===== src/rtl/cfg_pass_scheduler_pkg.sv =====
// Shared state encoding and helpers for the configuration pass scheduler.
package cfg_pass_scheduler_pkg;

  typedef enum logic [2:0] {
    ST_IDLE   = 3'd0,
    ST_LOAD   = 3'd1,
    ST_GO     = 3'd2,
    ST_RUN    = 3'd3,
    ST_SETTLE = 3'd4,
    ST_NEXT   = 3'd5,
    ST_DONE   = 3'd6,
    ST_ERROR  = 3'd7
  } state_e;

  function automatic logic is_busy(input state_e s);
    return !(s inside {ST_IDLE, ST_ERROR, ST_DONE});
  endfunction

  // Watchdog counter width; it only ever has to hold 0..cycles-1.
  function automatic int unsigned wdt_width(input int unsigned cycles);
    return (cycles > 2) ? $clog2(cycles) : 1;
  endfunction

endpackage


===== src/rtl/cfg_pass_scheduler_umbral_table.sv =====
// Host-programmed threshold table: synchronous write, combinational read, async clear.
module cfg_pass_scheduler_umbral_table #(
  parameter int unsigned NB_DATA   = 12,
  parameter int unsigned N_ENTRIES = 8,
  parameter int unsigned NB_IDX    = 3
) (
  input  logic               clk,
  input  logic               rst,
  input  logic               wr_i,
  input  logic [NB_IDX-1:0]  waddr_i,
  input  logic [NB_DATA-1:0] wdata_i,
  input  logic [NB_IDX-1:0]  raddr_i,
  output logic [NB_DATA-1:0] rdata_o
);

  logic [NB_DATA-1:0] mem_q [N_ENTRIES];

  // Address decode by entry, so out-of-range addresses match nothing.
  always_ff @(posedge clk or posedge rst) begin
    if (rst) begin
      for (int i = 0; i < int'(N_ENTRIES); i++) mem_q[i] <= '0;
    end else if (wr_i) begin
      for (int i = 0; i < int'(N_ENTRIES); i++) begin
        if (waddr_i == NB_IDX'(i)) mem_q[i] <= wdata_i;
      end
    end
  end

  always_comb begin
    rdata_o = '0;
    for (int i = 0; i < int'(N_ENTRIES); i++) begin
      if (raddr_i == NB_IDX'(i)) rdata_o = mem_q[i];
    end
  end

endmodule


===== src/rtl/cfg_pass_scheduler.sv =====
// Runs the pixel-configuration FSM once per threshold-table entry, with settle
// gaps, a write-ready watchdog and host abort.
module cfg_pass_scheduler
  import cfg_pass_scheduler_pkg::*;
#(
  parameter int unsigned NB_DATA    = 12,
  parameter int unsigned N_ENTRIES  = 8,
  parameter int unsigned NB_IDX     = 3,
  parameter int unsigned NB_SETTLE  = 16,
  parameter int unsigned WDT_CYCLES = 4096
) (
  input  logic                 clk,
  input  logic                 rst,
  input  logic                 i_tbl_wr,
  input  logic [NB_IDX-1:0]    i_tbl_addr,
  input  logic [NB_DATA-1:0]   i_tbl_data,
  input  logic [NB_IDX:0]      i_num_passes,
  input  logic [NB_SETTLE-1:0] i_settle,
  input  logic                 i_start,
  input  logic                 i_abort,
  input  logic                 i_cfg_done,
  input  logic                 i_chip_write_ready,
  output logic                 o_cfg_go,
  output logic [NB_DATA-1:0]   o_cfg_umbral,
  output logic                 o_cfg_abort,
  output logic                 o_busy,
  output logic [NB_IDX-1:0]    o_pass_idx,
  output logic                 o_done,
  output logic                 o_error
);

  localparam int unsigned NB_CNT = NB_IDX + 1;
  localparam int unsigned NB_WDT = wdt_width(WDT_CYCLES);

  state_e               state_q, state_d;
  logic [NB_IDX-1:0]    idx_q, idx_d;
  logic [NB_CNT-1:0]    num_q, num_d, num_req;
  logic [NB_SETTLE-1:0] settle_q, settle_d, scnt_q, scnt_d;
  logic [NB_WDT-1:0]    wdt_q, wdt_d;
  logic [NB_DATA-1:0]   umbral_q, umbral_d, tbl_rdata;
  logic                 error_q, error_d, abort_q, abort_d;
  logic                 go_q, done_q, busy_q;
  logic                 last_pass;

  cfg_pass_scheduler_umbral_table #(
    .NB_DATA   (NB_DATA),
    .N_ENTRIES (N_ENTRIES),
    .NB_IDX    (NB_IDX)
  ) u_table (
    .clk     (clk),
    .rst     (rst),
    .wr_i    (i_tbl_wr & ~busy_q),
    .waddr_i (i_tbl_addr),
    .wdata_i (i_tbl_data),
    .raddr_i (idx_q),
    .rdata_o (tbl_rdata)
  );

  assign num_req   = (i_num_passes > NB_CNT'(N_ENTRIES)) ? NB_CNT'(N_ENTRIES) : i_num_passes;
  assign last_pass = ((NB_CNT'(idx_q) + NB_CNT'(1)) == num_q);

  // Next-state: abort in a busy state overrides everything else.
  always_comb begin
    state_d  = state_q;
    idx_d    = idx_q;
    num_d    = num_q;
    settle_d = settle_q;
    scnt_d   = scnt_q;
    wdt_d    = wdt_q;
    umbral_d = umbral_q;
    error_d  = error_q;
    abort_d  = 1'b0;

    if (is_busy(state_q) && i_abort) begin
      state_d = ST_IDLE;
      abort_d = 1'b1;
    end else begin
      case (state_q)
        ST_IDLE, ST_ERROR: begin
          if (state_q == ST_ERROR && i_abort) begin
            state_d = ST_IDLE;
          end else if (i_start) begin
            num_d    = num_req;
            settle_d = i_settle;
            idx_d    = '0;
            error_d  = 1'b0;
            state_d  = (num_req == '0) ? ST_DONE : ST_LOAD;
          end
        end
        ST_LOAD: begin
          umbral_d = tbl_rdata;
          state_d  = ST_GO;
        end
        ST_GO: begin
          wdt_d   = '0;
          state_d = ST_RUN;
        end
        ST_RUN: begin
          if (i_cfg_done) begin
            scnt_d  = settle_q;
            state_d = (settle_q != '0) ? ST_SETTLE : ST_NEXT;
          end else if (i_chip_write_ready) begin
            wdt_d = '0;
          end else if (wdt_q == NB_WDT'(WDT_CYCLES - 1)) begin
            state_d = ST_ERROR;
          end else begin
            wdt_d = wdt_q + NB_WDT'(1);
          end
        end
        ST_SETTLE: begin
          if (scnt_q == NB_SETTLE'(1)) state_d = ST_NEXT;
          else                         scnt_d  = scnt_q - NB_SETTLE'(1);
        end
        ST_NEXT: begin
          if (last_pass) begin
            state_d = ST_DONE;
          end else begin
            idx_d   = idx_q + NB_IDX'(1);
            state_d = ST_LOAD;
          end
        end
        ST_DONE: state_d = ST_IDLE;
        default: state_d = ST_IDLE;
      endcase
    end

    // Watchdog expiry resets the configuration FSM and latches the error.
    if (state_d == ST_ERROR && state_q != ST_ERROR) begin
      abort_d = 1'b1;
      error_d = 1'b1;
    end
  end

  always_ff @(posedge clk or posedge rst) begin
    if (rst) begin
      state_q  <= ST_IDLE;
      idx_q    <= '0;
      num_q    <= '0;
      settle_q <= '0;
      scnt_q   <= '0;
      wdt_q    <= '0;
      umbral_q <= '0;
      error_q  <= 1'b0;
      abort_q  <= 1'b0;
      go_q     <= 1'b0;
      done_q   <= 1'b0;
      busy_q   <= 1'b0;
    end else begin
      state_q  <= state_d;
      idx_q    <= idx_d;
      num_q    <= num_d;
      settle_q <= settle_d;
      scnt_q   <= scnt_d;
      wdt_q    <= wdt_d;
      umbral_q <= umbral_d;
      error_q  <= error_d;
      abort_q  <= abort_d;
      go_q     <= (state_d == ST_GO);
      done_q   <= (state_d == ST_DONE);
      busy_q   <= is_busy(state_d);
    end
  end

  assign o_cfg_go     = go_q;
  assign o_cfg_umbral = umbral_q;
  assign o_cfg_abort  = abort_q;
  assign o_busy       = busy_q;
  assign o_pass_idx   = idx_q;
  assign o_done       = done_q;
  assign o_error      = error_q;

endmodule


===== config.mk =====
export PLATFORM = sky130hd
export DESIGN_NAME = cfg_pass_scheduler
export DESIGN_NICKNAME = d
export VERILOG_FILES = /design/src/rtl/cfg_pass_scheduler_pkg.sv /design/src/rtl/cfg_pass_scheduler_umbral_table.sv /design/src/rtl/cfg_pass_scheduler.sv
export SDC_FILE = /design/constraint.sdc
export NUM_CORES = 1
export LEC_CHECK = 0
export ABC_CLOCK_PERIOD_IN_PS = 7120
export CAP_MARGIN = 20
export CORE_UTILIZATION = 38
export DETAILED_ROUTE_END_ITERATION = 7
export HOLD_SLACK_MARGIN = 0.08
export PLACE_DENSITY_LB_ADDON = 0.1
export SYNTH_ARGS = -nofsm -noshare
export SYNTH_HDL_FRONTEND = slang
export SYNTH_SLANG_ARGS = --single-unit

===== constraint.sdc =====
create_clock -name clk -period 7.12 [get_ports clk]
set_input_delay 0.712 -clock clk [delete_from_list [all_inputs] [get_ports clk]]
set_output_delay 0.712 -clock clk [all_outputs]
set_load 0.02 [all_outputs]

Yosys cells after proc, flatten, opt, wreduce, memory -nomap -nowiden
Cells that the tools add are included.
{"block": "totals", "register_bits": 167, "latchBits": 0, "mem_bits_rw": 0, "mem_bits_ro": 0, "input_bits": 42, "output_inout_bits": 20, "word_cells": 137, "n_memories": 0}
{"block": "op_classes", "add_sub_neg": 4, "mul": 0, "div_mod_pow": 0, "magnitude_cmp": 1, "n_eq_ne": 37, "shifts": 0, "muxes": 38, "bitwise": 4, "n_reduce_logical": 33}
{"operator": "12-bit 2-to-1 mux", "count": 11}
{"operator": "3-bit equality test, second input constant", "count": 14}
{"operator": "3-bit 2-to-1 mux", "count": 12}
{"operator": "16-bit 2-to-1 mux", "count": 2}
{"operator": "16-bit one-hot mux with 2 select lines", "count": 1}
{"operator": "12-bit one-hot mux with 2 select lines", "count": 1}
{"operator": "3-bit by 2-bit equality test with 1-bit output, second input constant", "count": 7}
{"operator": "3-bit one-hot mux with 7 select lines", "count": 1}
{"operator": "2-bit AND reduction", "count": 9}
{"operator": "16-bit by 1-bit equality test with 1-bit output, second input constant", "count": 1}
{"operator": "4-bit AND reduction", "count": 4}
{"operator": "16-bit nonzero test", "count": 1}
{"operator": "16-bit by 1-bit subtractor with 16-bit output, second input constant", "count": 1}
{"operator": "12-bit by 1-bit adder with 12-bit output, second input constant", "count": 1}
{"operator": "12-bit equality test, second input constant", "count": 1}
{"operator": "3-bit logical NOT", "count": 4}
{"operator": "2-bit != test, second input constant", "count": 6}
{"operator": "2-bit nonzero test", "count": 5}
{"operator": "3-bit by 1-bit equality test with 1-bit output, second input constant", "count": 3}
{"operator": "1-bit 2-to-1 mux", "count": 8}
{"operator": "3-bit != test, second input constant", "count": 2}
{"operator": "3-bit one-hot mux with 2 select lines", "count": 1}
{"operator": "3-bit nonzero test", "count": 2}
{"operator": "5-bit AND reduction", "count": 1}
{"operator": "other kinds (12)", "count": 18}

Logic depth before layout (Yosys ltp)
{"block": "logic_depth", "depth_word": 12, "depth_mapped": 9, "ltp_nobuf": 9}

Cells and area by module
From an unflattened synthesis, not the netlist that was laid out.
{"block": "unflattened", "cells_unflattened": 711, "area_unflattened_um2": 8235.4}
{"mod": "cfg_pass_scheduler_umbral_table", "instances": 1, "cells_per_inst": 332, "area_per_inst_um2": 4458.0, "seq_area_each_um2": 2402.3}
{"mod": "cfg_pass_scheduler", "instances": 1, "cells_per_inst": 379, "area_per_inst_um2": 3777.4, "seq_area_each_um2": 1776.7}

Worst setup path after synthesis
No wires, ideal clock.
{"block": "synth_timing", "path_kind": "register to register", "start": "reg idx_q[2] (netlist: o_pass_idx[2])", "end": "reg umbral_q[0] (netlist: o_cfg_umbral[0])", "setup_ns": 0.083, "t_arrival_ns": 2.173, "required_ns": 7.037, "slack_ns": 4.864, "stages_incl_launch_ff": 10, "n_path_buf": 2, "synth_period_minus_slack_ns": 2.256, "cell_sequence": "dfrtp_1 -> clkbuf_1 -> inv_1 -> ha_1 -> or2_2 -> clkbuf_1 -> o311a_1 -> nor3_1 -> a211oi_1 -> o21ai_0"}
{"block": "synth_between", "elab_chain_len": 9, "word_cells_on_any_way": 16, "cone_classes": "7 x eq/ne; 8 x mux; 1 x reduce/logical"}
{"element": "from (decl)", "line_no": "cfg_pass_scheduler.sv:36", "rtl": "logic [NB_IDX-1:0] idx_q, idx_d;"}
{"element": "from (signal assigned)", "line_no": "cfg_pass_scheduler.sv:150", "rtl": "idx_q <= idx_d;"}
{"element": "3-bit logical NOT", "line_no": "cfg_pass_scheduler_umbral_table.sv:32", "rtl": "if (raddr_i == NB_IDX'(i)) rdata_o = mem_q[i];"}
{"element": "12-bit 2-to-1 mux (7 in series)", "line_no": "cfg_pass_scheduler_umbral_table.sv:32"}
{"element": "12-bit 2-to-1 mux *", "line_no": "cfg_pass_scheduler_umbral_table.sv:32"}
{"element": "to (signal assigned)", "line_no": "cfg_pass_scheduler.sv:155", "rtl": "umbral_q <= umbral_d;"}
{"element": "to (decl)", "line_no": "cfg_pass_scheduler.sv:40", "rtl": "logic [NB_DATA-1:0] umbral_q, umbral_d, tbl_rdata;"}
Every way passes the cells marked *; elsewhere a longest branch is shown, timed or not.
A chain may end at the register's enable or synchronous reset.

Final worst setup path
{"block": "layout_timing", "start": "reg idx_q[0] (netlist: o_pass_idx[0])", "end": "reg umbral_q[0] (netlist: o_cfg_umbral[0])"}
The elaborated chain is that of the path after synthesis.

==> flow_summary.ini <==
[yosys]
yosysUniqueCellTypes = 54
synthCells = 740
synth_common_cells = dfrtp_1 (167), mux2_2 (113), o21ai_0 (69)
netlist_area_um2 = 8120
synth_area_leaders = dfrtp_1 (51%), mux2_2 (16%), o21ai_0 (4.3%)
synth_top_flop_cell = dfrtp_1
seq_area_frac_synth = 0.515
synth.most_common_cell = dfrtp_1
yosysWarnings = 0
synth_nets = 791
synth.top_cell.area_share = 0.515
synth_area_per_cell_um2 = 11.0
synth-seq-cells = 167
synthArstFlopShare = 1.00
synth-edff-count = 0
yosys.area.top_type = dfrtp_1

[power_and_ir_drop]
clockPowerShare = 0.267
leakage_nw = 4.02
ir_drop_mv = 0.169
seq_power_share = 0.420
powerDensity_nw_per_um2 = 411
power.share.switching = 0.322
pwr-share-comb = 0.313
p_switching_mw = 1.27
internal_power_mw = 2.68
power_mw = 3.95

[grt]
grt_max_degree = 99
grt_pass1_wl_um = 32100
grt_pass1_vias = 6017
grt.overflow.total = 0
antenna_found_initial = 0
grt_use_total = 0.188

[timing]
fin_crit_ps = 2880
slew_headroom = 0.362
finalHoldViolCount = 0
clock_skew_ps = 6.48
tns_ps = 0
timing.final.crit_share = 0.404
worst_pin_slew_ps = 957
setup_viol = 0
setup_slack_ps = 4240
rsz0062_at_grt = false
fmax_mhz = 348
slew_violations = 0

[clock_tree]
cts-root-buf = clkbuf_16
cts_tree = done
clk_latency_ps = 430
cts_max_level = 4
postCtsSetupRepairBufs = 0
cts_buffer_depth = 2
cts_buffers = 17
clkTransAtPathRegs_ps = 60
cts_hold_buffers = 0
cts_resized = 0
cts_sinks = 167

[detailed_routing]
first_pass_iters = 5
drc = 0
wl_per_cell_um = 18.1
vias = 5927
viasPerCell = 5.55
first_iter_violations = 233
ant_nets = 0
wl_um = 19300

[worst_hold_path]
min_delay_path_depth = 1
hold_class = reg2reg
holdPathEnd = scnt_q[14]$_DFFE_PP0P_
holdCritStartpoint = scnt_q[14]$_DFFE_PP0P_

[floorplan]
start_util = 0.387
die-area_um2 = 22000
core_area_um2 = 21000
row_count = 53
die_y_um = 148
die_w_um = 148
io_pins = 62

[critical_path]
cp_cell_sequence = inv_1, ha_1, nand2_1, o311a_1, nor3_1, a211oi_1, o21ai_0
slowest_delay_ps = 770
startpoint_type = flop
cp_top_family = simple AND/OR/NAND/NOR gates
r2r-start = o_pass_idx[0]$_DFFE_PP0P_
cp.buffers_inverters = 1
crit_fanout = 24
crit_type = reg2reg
endpoint_kind = flop
timing.rr.end = o_cfg_umbral[0]$_DFFE_PP0P_
rrSetupSlack_ps = 4240
cp.arrival_ps = 3180
rr_worst_depth = 7
worst_path_max_delay_cell = nand2_1
worstPathRequired_ps = 7420

[layout]
syn2layout_area_growth_pct = 18.6
nets = 831
insertedDiodeCount = 0
drive_above_1_share = 0.202

[place]
gp_congestion = 0.839
dp_hpwl_um = 13200
portBuffers = 61
pre_cts_ws_ps = 3950

[flow_run]
drv_cap = 0

[status]
status = complete, no violations
[final cells by class]
cell class	count	area, um^2
Multi-Input combinational cell	517	3730
Inverter	12	50.0
Clock inverter	14	246
Sequential cell	167	4180
Clock buffer	18	429
Tap cell	275	344
Timing Repair Buffer	65	652
Fill cell	1963	11300
[sequential cells by signal, summed over array words and instances (netlist names), 3 cells and up]
register       count
num_q              4
o_pass_idx         3
wdt_q             12
settle_q          16
u_table.mem_q     96
scnt_q            16
state_q            3
o_cfg_umbral      12
[worst max-delay path by stage]
| stage | start | end | slack, ps | cells after the start |
|---|---|---|---|---|
| final | o_pass_idx[0]$_DFFE_PP0P_ | o_cfg_umbral[0]$_DFFE_PP0P_ | 4240 | 7 |
| after global routing | o_pass_idx[1]$_DFFE_PP0P_ | o_cfg_umbral[1]$_DFFE_PP0P_ | 3920 | 6 |
| after detailed placement | i_abort | o_cfg_umbral[0]$_DFFE_PP0P_ | 3950 | 6 |
| after floorplan | rst | num_q[0]$_DFFE_PP0P_ | 1890 | 1 |
| after CTS | o_pass_idx[0]$_DFFE_PP0P_ | o_cfg_umbral[11]$_DFFE_PP0P_ | 4170 | 7 |
| after global placement | i_abort | o_pass_idx[1]$_DFFE_PP0P_ | 4030 | 6 |
[kinds of logic (layout without fill, tap and decap cells)]
group	count (synthesis)	count (layout)	synth area share
buf+inv	56	109	0.0276
fa+ha+maj	9	9	0.0139
flops	167	167	0.515
simple gates	214	214	0.143
compound gates	176	176	0.139
mux	114	114	0.158
xor+xnor	4	4	0.00432
[worst register-to-register path, delay by kind of cell, from the launching register on]
kind                     cells  cell delay (ps)
AO/OA/AOI/OAI                3              800
adder cells (fa/ha/maj)      1              420
buffers and inverters        1              160
flip-flops                   1              540
AND/OR/NAND/NOR              2              840
[routing by layer]
| layer | part of all wire | GRT usage | vias to the layer above |
|---|---|---|---|
| met5 | 0 | 0 | - |
| met4 | 0.015 | 0.0593 | 0 |
| met3 | 0.029 | 0.0347 | 22 |
| met2 | 0.51 | 0.322 | 90 |
| met1 | 0.45 | 0.239 | 3015 |
| li1 | - | - | 2800 |
[power by group through the flow]
stage	sequential (mW)	combinational, mW	clock [mW]
detailed placement	1.67	1.25	0
global route	1.72	1.38	1.12
finish	1.66	1.24	1.06
floorplan	1.61	0.910	0
CTS	1.66	1.26	1.08
global placement	1.65	1.21	0
[cells in the final DEF, fill, tap and decap left out, types with 13 or more instances in the layout]
cell / instances
and3_1: 17
a211oi_1: 26
clkbuf_16: 17
nand2b_1: 14
o21ai_0: 69
nor3_1: 27
nand2_1: 34
mux2_2: 113
nand3_1: 13
a21oi_1: 28
dfrtp_1: 167
nor2_1: 44
clkdlybuf4s50_1: 61
[stage by stage]
step | hold slack [ps] | utilization | cell area, um^2 | instances
floorplan | 448 | - | 8120 | 740
global placement | 470 | 0.426 | 8930 | 1034
detailed placement | 470 | 0.427 | 8950 | 1036
CTS | 485 | 0.460 | 9630 | 1068
global route | 493 | 0.460 | 9630 | 1068
finish | 486 | 0.460 | 9630 | 1068
Note: power is estimated with default switching activity, not from simulation.
